## src/rtl/seq_divider_pkg.sv

```systemverilog
// Shared ALU divider definitions: state encoding, default width, div-by-zero constant.
package seq_divider_pkg;

  // Default operand width of the ALU datapath
  localparam int unsigned DIV_N = 8;

  // Iteration counter width for the default operand width
  localparam int unsigned DIV_CNT_W = $clog2(DIV_N);

  // Quotient reported for a zero divisor at the default width (all ones)
  localparam logic [DIV_N-1:0] DIV0_QUOTIENT = '1;

  // Divider control states
  typedef enum logic [1:0] {
    DIV_IDLE = 2'd0,
    DIV_RUN  = 2'd1,
    DIV_DONE = 2'd2
  } div_state_t;

  // Counter width for an arbitrary operand width (at least one bit)
  function automatic int unsigned div_cnt_width(input int unsigned n);
    return (n < 2) ? 1 : $clog2(n);
  endfunction

endpackage : seq_divider_pkg

```

## src/rtl/seq_divider_add_sub.sv

```systemverilog
// Generic W-bit adder/subtractor: s = a + b (addn_sub=0) or a - b (addn_sub=1).
module add_sub #(
  parameter int unsigned W = 9
) (
  input  logic [W-1:0] a,
  input  logic [W-1:0] b,
  input  logic         addn_sub,
  output logic [W-1:0] s,
  output logic         cout
);

  logic [W-1:0] b_eff;
  logic [W:0]   sum;

  // Two's-complement subtract by inverting b and injecting a carry of one
  always_comb begin
    b_eff = b ^ {W{addn_sub}};
    sum   = {1'b0, a} + {1'b0, b_eff} + (W + 1)'(addn_sub);
    s     = sum[W-1:0];
    cout  = sum[W];
  end

endmodule : add_sub

```

## src/rtl/seq_divider.sv

```systemverilog
// Multi-cycle unsigned restoring divider, one trial subtraction per clock.
module seq_divider
  import seq_divider_pkg::*;
#(
  parameter int unsigned N = DIV_N
) (
  input  logic         clk,
  input  logic         rst_n,
  input  logic         start,
  input  logic [N-1:0] dividend,
  input  logic [N-1:0] divisor,
  output logic         busy,
  output logic         done,
  output logic [N-1:0] quotient,
  output logic [N-1:0] remainder,
  output logic         div_by_zero
);

  localparam int unsigned CNT_W = div_cnt_width(N);
  localparam logic [N-1:0] QUO_DIV0 = '1;
  localparam logic [CNT_W-1:0] CNT_LAST = CNT_W'(N - 1);

  div_state_t state;
  logic [CNT_W-1:0] cnt;
  logic [N-1:0] work_q;
  // Partial remainder between iterations is always below the divisor, so its
  // (N+1)th bit is zero and only the low N bits are stored.
  logic [N-1:0] part_rem;
  logic [N-1:0] dvs;

  logic [N:0]   shift_rem;
  logic [N:0]   trial;
  logic         trial_cout_unused;
  logic [N-1:0] rem_next;
  logic [N-1:0] q_next;

  // Shift {remainder, quotient} left and form this iteration's results
  always_comb begin
    shift_rem = {part_rem, work_q[N-1]};
    rem_next  = trial[N] ? shift_rem[N-1:0] : trial[N-1:0];
    q_next    = {work_q[N-2:0], ~trial[N]};
  end

  // Trial subtraction of the latched divisor from the shifted remainder
  add_sub #(
    .W (N + 1)
  ) u_trial (
    .a        (shift_rem),
    .b        ({1'b0, dvs}),
    .addn_sub (1'b1),
    .s        (trial),
    .cout     (trial_cout_unused)
  );

  // Control FSM, working registers and registered outputs
  always_ff @(posedge clk or negedge rst_n) begin
    if (!rst_n) begin
      state       <= DIV_IDLE;
      cnt         <= '0;
      work_q      <= '0;
      part_rem    <= '0;
      dvs         <= '0;
      busy        <= 1'b0;
      done        <= 1'b0;
      quotient    <= '0;
      remainder   <= '0;
      div_by_zero <= 1'b0;
    end else begin
      case (state)
        DIV_IDLE: begin
          done <= 1'b0;
          busy <= 1'b0;
          if (start) begin
            if (divisor == '0) begin
              // Zero divisor completes immediately without iterating
              state       <= DIV_DONE;
              done        <= 1'b1;
              quotient    <= QUO_DIV0;
              remainder   <= dividend;
              div_by_zero <= 1'b1;
            end else begin
              state    <= DIV_RUN;
              busy     <= 1'b1;
              work_q   <= dividend;
              part_rem <= '0;
              dvs      <= divisor;
              cnt      <= '0;
            end
          end
        end

        DIV_RUN: begin
          work_q   <= q_next;
          part_rem <= rem_next;
          cnt      <= CNT_W'(cnt + CNT_W'(1));
          if (cnt == CNT_LAST) begin
            state       <= DIV_DONE;
            busy        <= 1'b0;
            done        <= 1'b1;
            quotient    <= q_next;
            remainder   <= rem_next;
            div_by_zero <= 1'b0;
          end
        end

        DIV_DONE: begin
          // Single-cycle completion pulse; start is not sampled here
          done  <= 1'b0;
          busy  <= 1'b0;
          state <= DIV_IDLE;
        end

        default: begin
          state <= DIV_IDLE;
          busy  <= 1'b0;
          done  <= 1'b0;
        end
      endcase
    end
  end

endmodule : seq_divider
```

## config.mk

```make
export PLATFORM = sky130hd
export DESIGN_NAME = seq_divider
export DESIGN_NICKNAME = d
export VERILOG_FILES = /design/src/rtl/seq_divider_pkg.sv /design/src/rtl/seq_divider_add_sub.sv /design/src/rtl/seq_divider.sv
export SDC_FILE = /design/constraint.sdc
export NUM_CORES = 1
export LEC_CHECK = 0
export ABC_CLOCK_PERIOD_IN_PS = 2800
export BUFFER_PORTS_ARGS = -buffer_cell sky130_fd_sc_hd__buf_2
export CAP_MARGIN = 30
export CORE_MARGIN = 3
export CORE_UTILIZATION = 51
export CTS_CLUSTER_SIZE = 20
export DETAILED_ROUTE_END_ITERATION = 8
export PLACE_DENSITY = 0.76
export SLEW_MARGIN = 5
export SYNTH_ARGS = -nofsm -noshare
export SYNTH_HDL_FRONTEND = slang
export SYNTH_SLANG_ARGS = --single-unit
```

## constraint.sdc

```tcl
create_clock -name clk -period 2.8 [get_ports clk]
set_clock_uncertainty 0.2 [all_clocks]
set_input_delay 0.14 -clock clk [delete_from_list [all_inputs] [get_ports clk]]
set_output_delay 0.14 -clock clk [all_outputs]
set_load 0.1 [all_outputs]
```

Yosys cells after proc, flatten, opt, wreduce, memory -nomap -nowiden

Index checks and enable logic that the tools add are counted.

Add/sub/neg operators: 3
Equality and inequality tests: 6
Muxes and demuxes: 33
Bitwise logic cells: 3
Reductions and logical operators: 7

Operators by type and width:

| kind                                          | count |
|---|---|
| two-way mux 8 bit                             | 11 |
| case mux 8 bit (2 select lines)               | 4 |
| adder 9 x 1 -> 9 bit, second input constant   | 1 |
| adder 9 bit                                   | 1 |
| NOT 8 -> 9 bit                                | 1 |
| zero test 8 bit                               | 1 |
| two-way mux 1 bit                             | 8 |
| inequality test 2 bit, second input constant  | 4 |
| two-way mux 2 bit                             | 3 |
| two-way mux 3 bit                             | 2 |
| case mux 1 bit (2 select lines)               | 3 |
| case mux 3 bit (2 select lines)               | 1 |
| AND reduction 3 bit                           | 2 |
| case mux 2 bit (2 select lines)               | 1 |
| AND reduction 4 bit                           | 1 |
| adder 3 x 1 -> 3 bit, second input constant   | 1 |
| == test 3 bit, second input constant          | 1 |
| == test 2 x 1 -> 1 bit, second input constant | 1 |
| zero test 2 bit                               | 1 |
| NOT 1 bit                                     | 2 |
| AND reduction 2 bit                           | 1 |
| nonzero test 2 bit                            | 1 |

Register bits: 48
Input port bits: 19
Output and inout bits: 19
Logic and storage cells: 62

Longest topological paths before layout

Gate-level depths: netlist of the first run.

Depth after elaboration: 6
Gate-level depth with buffers: 11
Gate-level depth less buffers: 10

By module

From an unflattened synthesis of the first run, not the netlist that was laid out.

Cell total of the unflattened synthesis: 247
Area, all modules: 2656.3 um^2

Modules (own cells, without submodules):

| module      | instances | cells an instance | area an instance (um^2) | sequential area each (um^2) |
|---|---|---|---|---|
| seq_divider | 1         | 184               | 2162.1                  | 1201.2 |
| add_sub     | 1         | 63                | 494.2                   | 0.0 |

Worst setup path before layout of the first run

OpenSTA, ideal clock, no wires.

Path type: register to register
Start point: register work_q[7]
End point: register remainder[7]
Setup time: 0.082 ns
Arrival time: 2.314 ns
Data required time: 2.518 ns
Path slack: 0.205 ns
Stages on the path, launching flop included: 11
Path buffers: 0
Clock period less this slack: 2.595 ns
Cells stage by stage: dfrtp_1 > inv_1 > ha_1 > inv_1 > fa_1 > a211oi_2 > nor3_2 > mux2i_1 > nor2_1 > or4b_4 > a31oi_2

Cells in the longest elaborated chain, start to end: 5

Ends and longest elaborated chain:

| what                            | line                      | source |
|---|---|---|
| start: declaration              | seq_divider.sv:25         | `logic [N-1:0] work_q;` |
| start signal: assignment        | seq_divider.sv:84         | `work_q <= dividend;` |
| start signal: assignment        | seq_divider.sv:93         | `work_q <= q_next;` |
| adder 9 bit                     | seq_divider_add_sub.sv:18 | `sum = {1'b0, a} + {1'b0, b_eff} + (W + 1)'(addn_sub);` |
| adder 9 x 1 -> 9 bit            | seq_divider_add_sub.sv:18 |  |
| two-way mux 8 bit               | seq_divider.sv:40         | `rem_next = trial[N] ? shift_rem[N-1:0] : trial[N-1:0];` |
| two-way mux 8 bit               | seq_divider.sv:96         | `if (cnt == CNT_LAST) begin` |
| case mux 8 bit (2 select lines) | seq_divider.sv:69         | `case (state)` |
| end signal: assignment          | seq_divider.sv:79         | `remainder <= dividend;` |
| end signal: assignment          | seq_divider.sv:101        | `remainder <= rem_next;` |
| end: declaration                | seq_divider.sv:15         | `output logic [N-1:0] remainder,` |

Every way passes these cells. The select of a mux whose other input is x is not followed.
A chain may end at the register's enable or synchronous reset.

Worst setup path in the final report of the first run

Ends and elaborated chain as after synthesis.

==> impl_metrics.tcl, run 1 <==
set metrics [dict create \
    cp_cell_sequence "inv_1, ha_2, inv_2, fa_2, a211oi_2, nor3_2, mux2i_2, nor2_4, or4b_4, a31oi_2" \
    cpMaxStageDelayCell "or4b_4" \
    ys_warn_count 0 \
    required_ns 2.84 \
    drcViolationCount 0 \
    rsz0062_at_grt "yes" \
    grt_use_total_pct 22.32 \
    fin_crit_ns 2.751 \
    grt_max_degree 31 \
    clk_pin_slew_worst_paths_ns 0.10 \
    startpoint_type "register" \
    die_y_um 74.76 \
    worstMarginPinSlew_ns 0.8934 \
    syn_nets 270 \
    chipWidth_um 74.76 \
    n_fill_cell 345 \
    synth_cell_types 49 \
    final_area_mm2 0.003034 \
    gp_congestion 0.8449 \
    place_area_mm2 0.002723 \
    wire_per_inst_um 16.05 \
    vias 2050 \
    final_max_slew_viol_count 0 \
    row_count 24 \
    syn_avg_cell_area_um2 10.05 \
    critPathMaxFanout 8 \
    cts_tree "done" \
    hp-class "input pin to register" \
    dr.pass1.iters 4 \
    syn_inst 240 \
    synth_edf_count 0 \
    ff2ff_path_depth 10 \
    grt_overflow 0 \
    drt-total-wl_mm 5.763 \
    ys_ff_latch 48 \
    fin_crit_sh_pct 98.25 \
    io_pins 38 \
    nets 336 \
    htreeDepth 2 \
    io_buffers 37 \
    clock-sinks 48 \
    grt_pass1_wl_mm 9.356 \
    cts_max_path_buffers 2 \
    drtIter0Drc 165 \
    clk_latency_ns 0.31 \
    slew_headroom_pct 40.22 \
    fmaxAchievable_ghz 0.3635 \
    drive_above_1_share_pct 25.08 \
    grt_pass1_vias 1976 \
    ant_nets 0 \
    ys.flop_type "dfrtp_1" \
    coreArea_mm2 0.004444 \
    worstPathArrival_ns 2.80 \
    post_synth_instance_area_mm2 0.002411 \
    status "finished clean" \
    hold_violations 0 \
    setup_viol 0 \
    path_class "register to register" \
    antenna_cells 0 \
    ys_seq_area_share_pct 49.82 \
    start_util_pct 54.25 \
    area_growth_syn_to_layout_pct 25.84 \
    place_hpwl_mm 4.015 \
    hold_path_depth 4 \
    antenna_found_initial 0 \
    cap_violations 0 \
    cpPeakStageDelay_ns 0.54 \
    async_flop_share_pct 100.0 \
    viasPerCell 5.710 \
    die_area_mm2 0.005588 \
    cts_root_buf "clkbuf_8" \
    cts_buffers 5 \
    end_kind "register" \
]
## worst paths after layout
| kind | from | endpoint | slack [ns] |
|---|---|---|---|
| max | work_q[7]$_DFFE_PN0P_ | remainder[7]$_DFFE_PN0P_ | 0.05 |
| min | dividend[0] | work_q[0]$_DFFE_PN0P_ | 0.01 |
| max reg2reg | work_q[7]$_DFFE_PN0P_ | remainder[7]$_DFFE_PN0P_ | 0.05 |
| min reg2reg | quotient[6]$_DFFE_PN0P_ | quotient[6]$_DFFE_PN0P_ | 0.29 |
| max in group asynchronous | rst_n | remainder[1]$_DFFE_PN0P_ | 1.78 |
| min in group asynchronous | rst_n | dvs[7]$_DFFE_PN0P_ | 0.10 |
## worst max-delay path, delay by kind of cell, from the launching register on
family | cells | cell delay, ns
mux | 1 | 0.29
simple gates | 3 | 0.74
buf+inv | 2 | 0.10
flops | 1 | 0.39
fa+ha+maj | 2 | 0.52
compound gates | 2 | 0.45
## per-layer routing
layer	wire (µm)	part of all wire [%]	GRT usage, %	vias to the layer above
met5	0	0	0	-
met4	96	1.7	8.103	0
met3	234	4.1	3.471	13
met2	2789	48	36.39	59
met1	2641	46	30.30	993
li1	-	-	-	985
## cells by family after synthesis
group	share of synthesized area [%]
adder cells (fa/ha/maj)	6.020
AO/OA/AOI/OAI	19.67
flip-flops	49.82
buffers and inverters	4.048
multiplexers	3.996
XOR/XNOR	1.453
AND/OR/NAND/NOR	15.00
## cell usage in the layout, fill, tap and decap left out, types with 3 or more instances in the layout
cell type,n
a21o_1,4
a21oi_1,6
a22oi_1,7
buf_2,37
buf_4,15
clkbuf_8,5
dfrtp_1,48
dlygate4sd3_1,16
ha_1,9
inv_1,10
mux2_1,4
mux2i_1,3
nand2_1,46
nand3_1,6
nor2_1,15
o21a_1,3
o21ai_0,5
o21ai_1,12
o22a_1,7
## stage by stage
stage                     std cells  setup TNS [ns]  worst slack, ns  utilization, %  hold slack [ns]
after CTS                       357               0          0.02499           67.51          0.01116
after detailed placement        333         -0.7293          -0.1245           61.26         -0.09114
after global placement          332        -0.05215         -0.02921           60.81           0.1634
after floorplan                 240               0           0.2047               -          -0.3556
after global routing            359        -0.07638         -0.05663           68.27          0.03174
final                           359               0          0.04891           68.27          0.01145
## registers in the layout, summed over array words and instances (netlist names)
name,flops
remainder,8
work_q,8
busy,1
cnt,3
dvs,8
quotient,8
div_by_zero,1
part_rem,8
done,1
state,2
## final cells by class
type | count | area (µm²) | area share, %
multi-input combinational | 171 | 1134 | 37.36
sequential | 48 | 1201 | 39.59
clock buffer | 5 | 68.82 | 2.268
clock inverter | 3 | 46.29 | 1.526
inverter | 11 | 41.29 | 1.361
tap | 52 | 65.06 | 2.144
timing repair buffer | 69 | 478.0 | 15.75
## synth_stat cells, types with 4 or more instances
cell       n  share of area, %
o21ai_0    5               1.0
nand2_1   46               7.2
ha_1      10               5.2
mux2_1     4               1.9
o21ai_1   12               2.5
inv_1     11               1.7
nor2_1    16               2.5
a21o_1     4               1.2
dfrtp_1   48                50
nand3_1    6               1.2
mux2i_1    4               1.7
a22oi_1    7               2.2
a21oi_1    6               1.2
clkbuf_1   5              0.78
o22a_1     7               2.5
## timing repair
| item | CTS | global route |
|---|---|---|
| hold buffers | 16 | 0 |
| buffers inserted | 0 | 2 |
| endpoints found under the hold margin | 67 | 0 |
| endpoints found under the setup margin | 14 | 14 |
| pin swaps | 0 | 3 |
| gates cloned | 0 | 0 |
| gates resized for setup | 1 | 6 |
Power of run 1 is not shown: default switching activity piles up to over one toggle a cycle in this logic, so the estimate is an artifact.
==> inputs of run 2 (changes only) <==
Settings changed: PLACE_DENSITY 0.76 to 0.75.
==> run 2 against run 1 <==
Routed wire length rose by 0.35%. First-iteration DRC count rose by 6.1%. Final area rose by 0.91%. Setup slack improved by 0.10 ns. Largest cell class unchanged.
==> impl_metrics.tcl, run 2 (same netlist as run 1, synthesis figures left out) <==
set metrics [dict create \
    grt_pass1_wl_mm 9.356 \
    n_fill_cell 341 \
    area_growth_syn_to_layout_pct 26.99 \
    layout_common_cells "dfrtp_1 (48), nand2_1 (46), buf_2 (37), buf_4 (17), dlygate4sd3_1 (16)" \
    antenna_found_initial 0 \
    start_util_pct 54.25 \
    fin_crit_sh_pct 94.61 \
    row_count 24 \
    drtIter0Drc 175 \
    cts_max_path_buffers 2 \
    die_y_um 74.76 \
    coreArea_mm2 0.004444 \
    startpoint_type "register" \
    dr.pass1.iters 4 \
    chipWidth_um 74.76 \
    layout_commonest_cell "dfrtp_1" \
    grt_max_degree 31 \
    vias 2073 \
    worstMarginPinSlew_ns 0.4986 \
    hold_violations 0 \
    fin_tns_setup_ns 0 \
    setup_viol 0 \
    io_pins 38 \
    ant_nets 0 \
    clk_latency_ns 0.31 \
    place_area_mm2 0.002745 \
    drcViolationCount 0 \
    cts_buffers 5 \
    cap_violations 0 \
    die_area_mm2 0.005588 \
    status "finished clean" \
    fmaxAchievable_ghz 0.3775 \
    final_area_mm2 0.003062 \
    final_cells 361 \
    nets 338 \
    io_buffers 37 \
    drive_above_1_share_pct 25.24 \
    grt_overflow 0 \
    slew_headroom_pct 66.46 \
    grt_pass1_vias 1997 \
    place_hpwl_mm 3.975 \
    final_max_slew_viol_count 0 \
    worstPathArrival_ns 2.68 \
    grt_use_total_pct 22.66 \
    required_ns 2.83 \
    wire_per_inst_um 16.02 \
    dp_cells 336 \
    end_kind "register" \
    critPathMaxFanout 8 \
    htreeDepth 2 \
    drt-total-wl_mm 5.783 \
    rsz0062_at_grt "no" \
    clock-sinks 48 \
    hp-class "input pin to register" \
    fin_crit_ns 2.649 \
    antenna_cells 0 \
    cts_root_buf "clkbuf_8" \
    path_class "register to register" \
    viasPerCell 5.742 \
    clk_pin_slew_worst_paths_ns 0.09 \
    cts_tree "done" \
    gp_congestion 0.8911 \
]
## run 2: final timing paths
check,from,end,slack [ns],cells past startpoint
max in group asynchronous,rst_n,remainder[0]$_DFFE_PN0P_,1.81,3
min in group asynchronous,rst_n,dvs[7]$_DFFE_PN0P_,0.09,2
worst max-delay path,work_q[7]$_DFFE_PN0P_,remainder[1]$_DFFE_PN0P_,0.15,11
worst min-delay path,dividend[0],work_q[0]$_DFFE_PN0P_,0.04,4
worst max register to register,work_q[7]$_DFFE_PN0P_,remainder[1]$_DFFE_PN0P_,0.15,11
worst min register to register,busy$_DFFE_PN0P_,busy$_DFFE_PN0P_,0.28,1
## run 2: metal layers
metal	wire [µm]	track usage (%)
met5	0	0
met4	110	7.312
met3	250	4.673
met2	2888	39.61
met1	2532	28.05
## run 2: final cells by class
type / instances / area (µm²) / share of cell area [%]
Sequential cell: 48 / 1201 / 39.23
Multi-Input combinational cell: 171 / 1145 / 37.39
Timing Repair Buffer: 71 / 493.0 / 16.10
Clock buffer: 5 / 68.82 / 2.248
Tap cell: 52 / 65.06 / 2.125
Clock inverter: 3 / 47.55 / 1.553
Inverter: 11 / 41.29 / 1.349
## run 2: timing repair
action	CTS	global route
setup buffers	1	1
endpoints found under the setup margin	10	1
hold buffers	16	0
endpoints found under the hold margin	67	0
resized for setup	4	4
pin swaps	2	5
## run 2: critical path, stage by stage (launching register included)
cell and delay (ns):
dfrtp_1 0.38, inv_1 0.06, ha_2 0.17, inv_2 0.04, fa_2 0.38, a211oi_4 0.24
nor3_2 0.08, mux2i_2 0.18, nor2_4 0.14, buf_4 0.19, mux2_1 0.35, a31oi_1 0.17
## run 2: per-stage QoR
step           utilization [%]  worst slack (ns)  hold WS, ns
3_5_place_dp             61.77           -0.1422     -0.09545
6_report                 68.89            0.1511      0.03551
4_1_cts                  68.47           0.05981      0.03425
3_3_place_gp             61.15          -0.07028       0.1635
2_1_floorplan                -            0.2047      -0.3556
5_1_grt                  68.89           0.03254      0.06569
Power of run 2 is left out for the same reason.
==> inputs of run 3 (changes only) <==
Settings changed: CORE_ASPECT_RATIO set to 2, SETUP_SLACK_MARGIN set to 0.4.
==> run 3 against run 2 <==
Critical path depth shrank 1. Setup slack lost 0.030 ns. Fmax shrank 1.1%. Sequential share of layout area shrank 0.68 points. Clock-buffer cell count grew 2. Global-route usage grew 0.64 points. Critical path type unchanged. First-iteration DRC count shrank 77%. Non-clock buffer count is the same.
==> impl_metrics.tcl, run 3 (same netlist as run 1, synthesis figures left out) <==
set metrics [dict create \
    viasPerCell 5.537 \
    htreeDepth 2 \
    cpPeakStageDelay_ns 0.50 \
    grt_pass1_wl_mm 9.549 \
    final_cells 363 \
    slew_headroom_pct 42.49 \
    cap_violations 0 \
    worstPathArrival_ns 2.70 \
    drtIter0Drc 41 \
    chipWidth_um 54.62 \
    dp_cells 332 \
    crit_buf_inv 2 \
    antenna_found_initial 0 \
    n_fill_cell 375 \
    cp_cell_sequence "inv_1, ha_2, inv_2, fa_2, a211oi_4, nor3_2, mux2i_1, nor2_2, or4b_4, a31oi_2" \
    critPathMaxFanout 3 \
    required_ns 2.82 \
    status "finished clean" \
    path_class "register to register" \
    vias 2010 \
    row_count 34 \
    fmaxAchievable_ghz 0.3733 \
    layout_setup_ws_ns 0.1214 \
    multi_input_area_mm2 0.001215 \
    grt_use_total_pct 23.30 \
    seqCellArea_mm2 0.001201 \
    setup_viol 0 \
    gp_congestion 0.8718 \
    place_hpwl_mm 4.179 \
    start_util_pct 53.98 \
    grt_max_degree 29 \
    clock-sinks 48 \
    cts_tree "done" \
    ant_nets 0 \
    path_delay_family "simple AND/OR/NAND/NOR gates" \
    hp-class "input pin to register" \
    antenna_cells 0 \
    io_pins 38 \
    final_max_slew_viol_count 0 \
    coreArea_mm2 0.004467 \
    cts_max_path_buffers 2 \
    cts_buffers 5 \
    fin_crit_sh_pct 95.66 \
    drt-total-wl_mm 5.748 \
    die_area_mm2 0.005639 \
    fin_crit_ns 2.679 \
    nets 338 \
    hold_violations 0 \
    clk_latency_ns 0.29 \
    grt_pass1_vias 2078 \
    drcViolationCount 0 \
    area_growth_syn_to_layout_pct 29.22 \
    worstMarginPinSlew_ns 0.8594 \
    end_kind "register" \
    layout_commonest_cell "dfrtp_1" \
    die_y_um 103.2 \
    layout_common_cells "dfrtp_1 (48), nand2_1 (46), buf_2 (37), dlygate4sd3_1 (16), buf_4 (16)" \
    wire_per_inst_um 15.83 \
    cpMaxStageDelayCell "or4b_4" \
    startpoint_type "register" \
    clk_pin_slew_worst_paths_ns 0.09 \
    io_buffers 37 \
    rsz0062_at_grt "yes" \
    grt_overflow 0 \
    dr.pass1.iters 4 \
    cts_root_buf "clkbuf_8" \
    drive_above_1_share_pct 28.80 \
    pre_cts_slack_ns 0.09943 \
]
## run 3: changes by cell type in the layout (fill, tap and decap cells not counted), moves of 2 or more
cell / delta
clkinv_4: -2
a21oi_1: -3
a21oi_2: +2
mux2_4: +3
mux2i_4: +2
mux2i_1: -2
mux2_1: -3
## run 3: timing repair
action / CTS / global route
cloned: 0 / 0
pin swaps: 8 / 6
endpoints found under the hold margin: 37 / 0
hold buffers: 16 / 0
gates resized for setup: 6 / 11
setup endpoints to repair: 17 / 18
buffers inserted: 5 / 2
## run 3: stage by stage
step | util [%] | area [µm²] | TNS (ns) | hold slack, ns
after floorplan | - | 2440 | 0 | -0.3556
after global routing | 69.75 | 3115 | -0.05540 | 0.04392
after global placement | 60.70 | 2711 | 0 | 0.1609
after detailed placement | 61.15 | 2731 | 0 | -0.05765
after CTS | 68.12 | 3043 | 0 | 0.02281
final | 69.75 | 3115 | 0 | 0.03342
## run 3: layout make-up
class,instances,area share (%)
multi-input cells,171,39.00
clock buffers,7,2.771
inverters,11,1.325
flip-flops and latches,48,38.55
well taps,54,2.169
repair buffers,71,15.94
clock inverters,1,0.2410
## run 3: worst register-to-register path, cell delays in order, from the launching register on
cell and delay, ns:
dfrtp_1 0.40, inv_1 0.07, ha_2 0.17, inv_2 0.04, fa_2 0.37, a211oi_4 0.29
nor3_2 0.09, mux2i_1 0.23, nor2_2 0.07, or4b_4 0.50, a31oi_2 0.18
## run 3: final timing paths
path	startpoint	endpoint	slack (ns)	cells after the start
max	work_q[7]$_DFFE_PN0P_	remainder[7]$_DFFE_PN0P_	0.12	10
min	dividend[0]	work_q[0]$_DFFE_PN0P_	0.03	4
max reg2reg	work_q[7]$_DFFE_PN0P_	remainder[7]$_DFFE_PN0P_	0.12	10
min in group asynchronous	rst_n	dvs[1]$_DFFE_PN0P_	0.14	2
max in group asynchronous	rst_n	part_rem[2]$_DFFE_PN0P_	1.72	3
min reg2reg	busy$_DFFE_PN0P_	busy$_DFFE_PN0P_	0.27	1
## run 3: routing by layer
metal	up-vias	routed length (µm)	global-route usage, %
met2	48	3143	41.15
met4	0	123	8.253
met3	11	203	3.443
li1	980	-	-
met1	971	2278	27.45
met5	-	0	0
Power of run 3 is left out for the same reason.
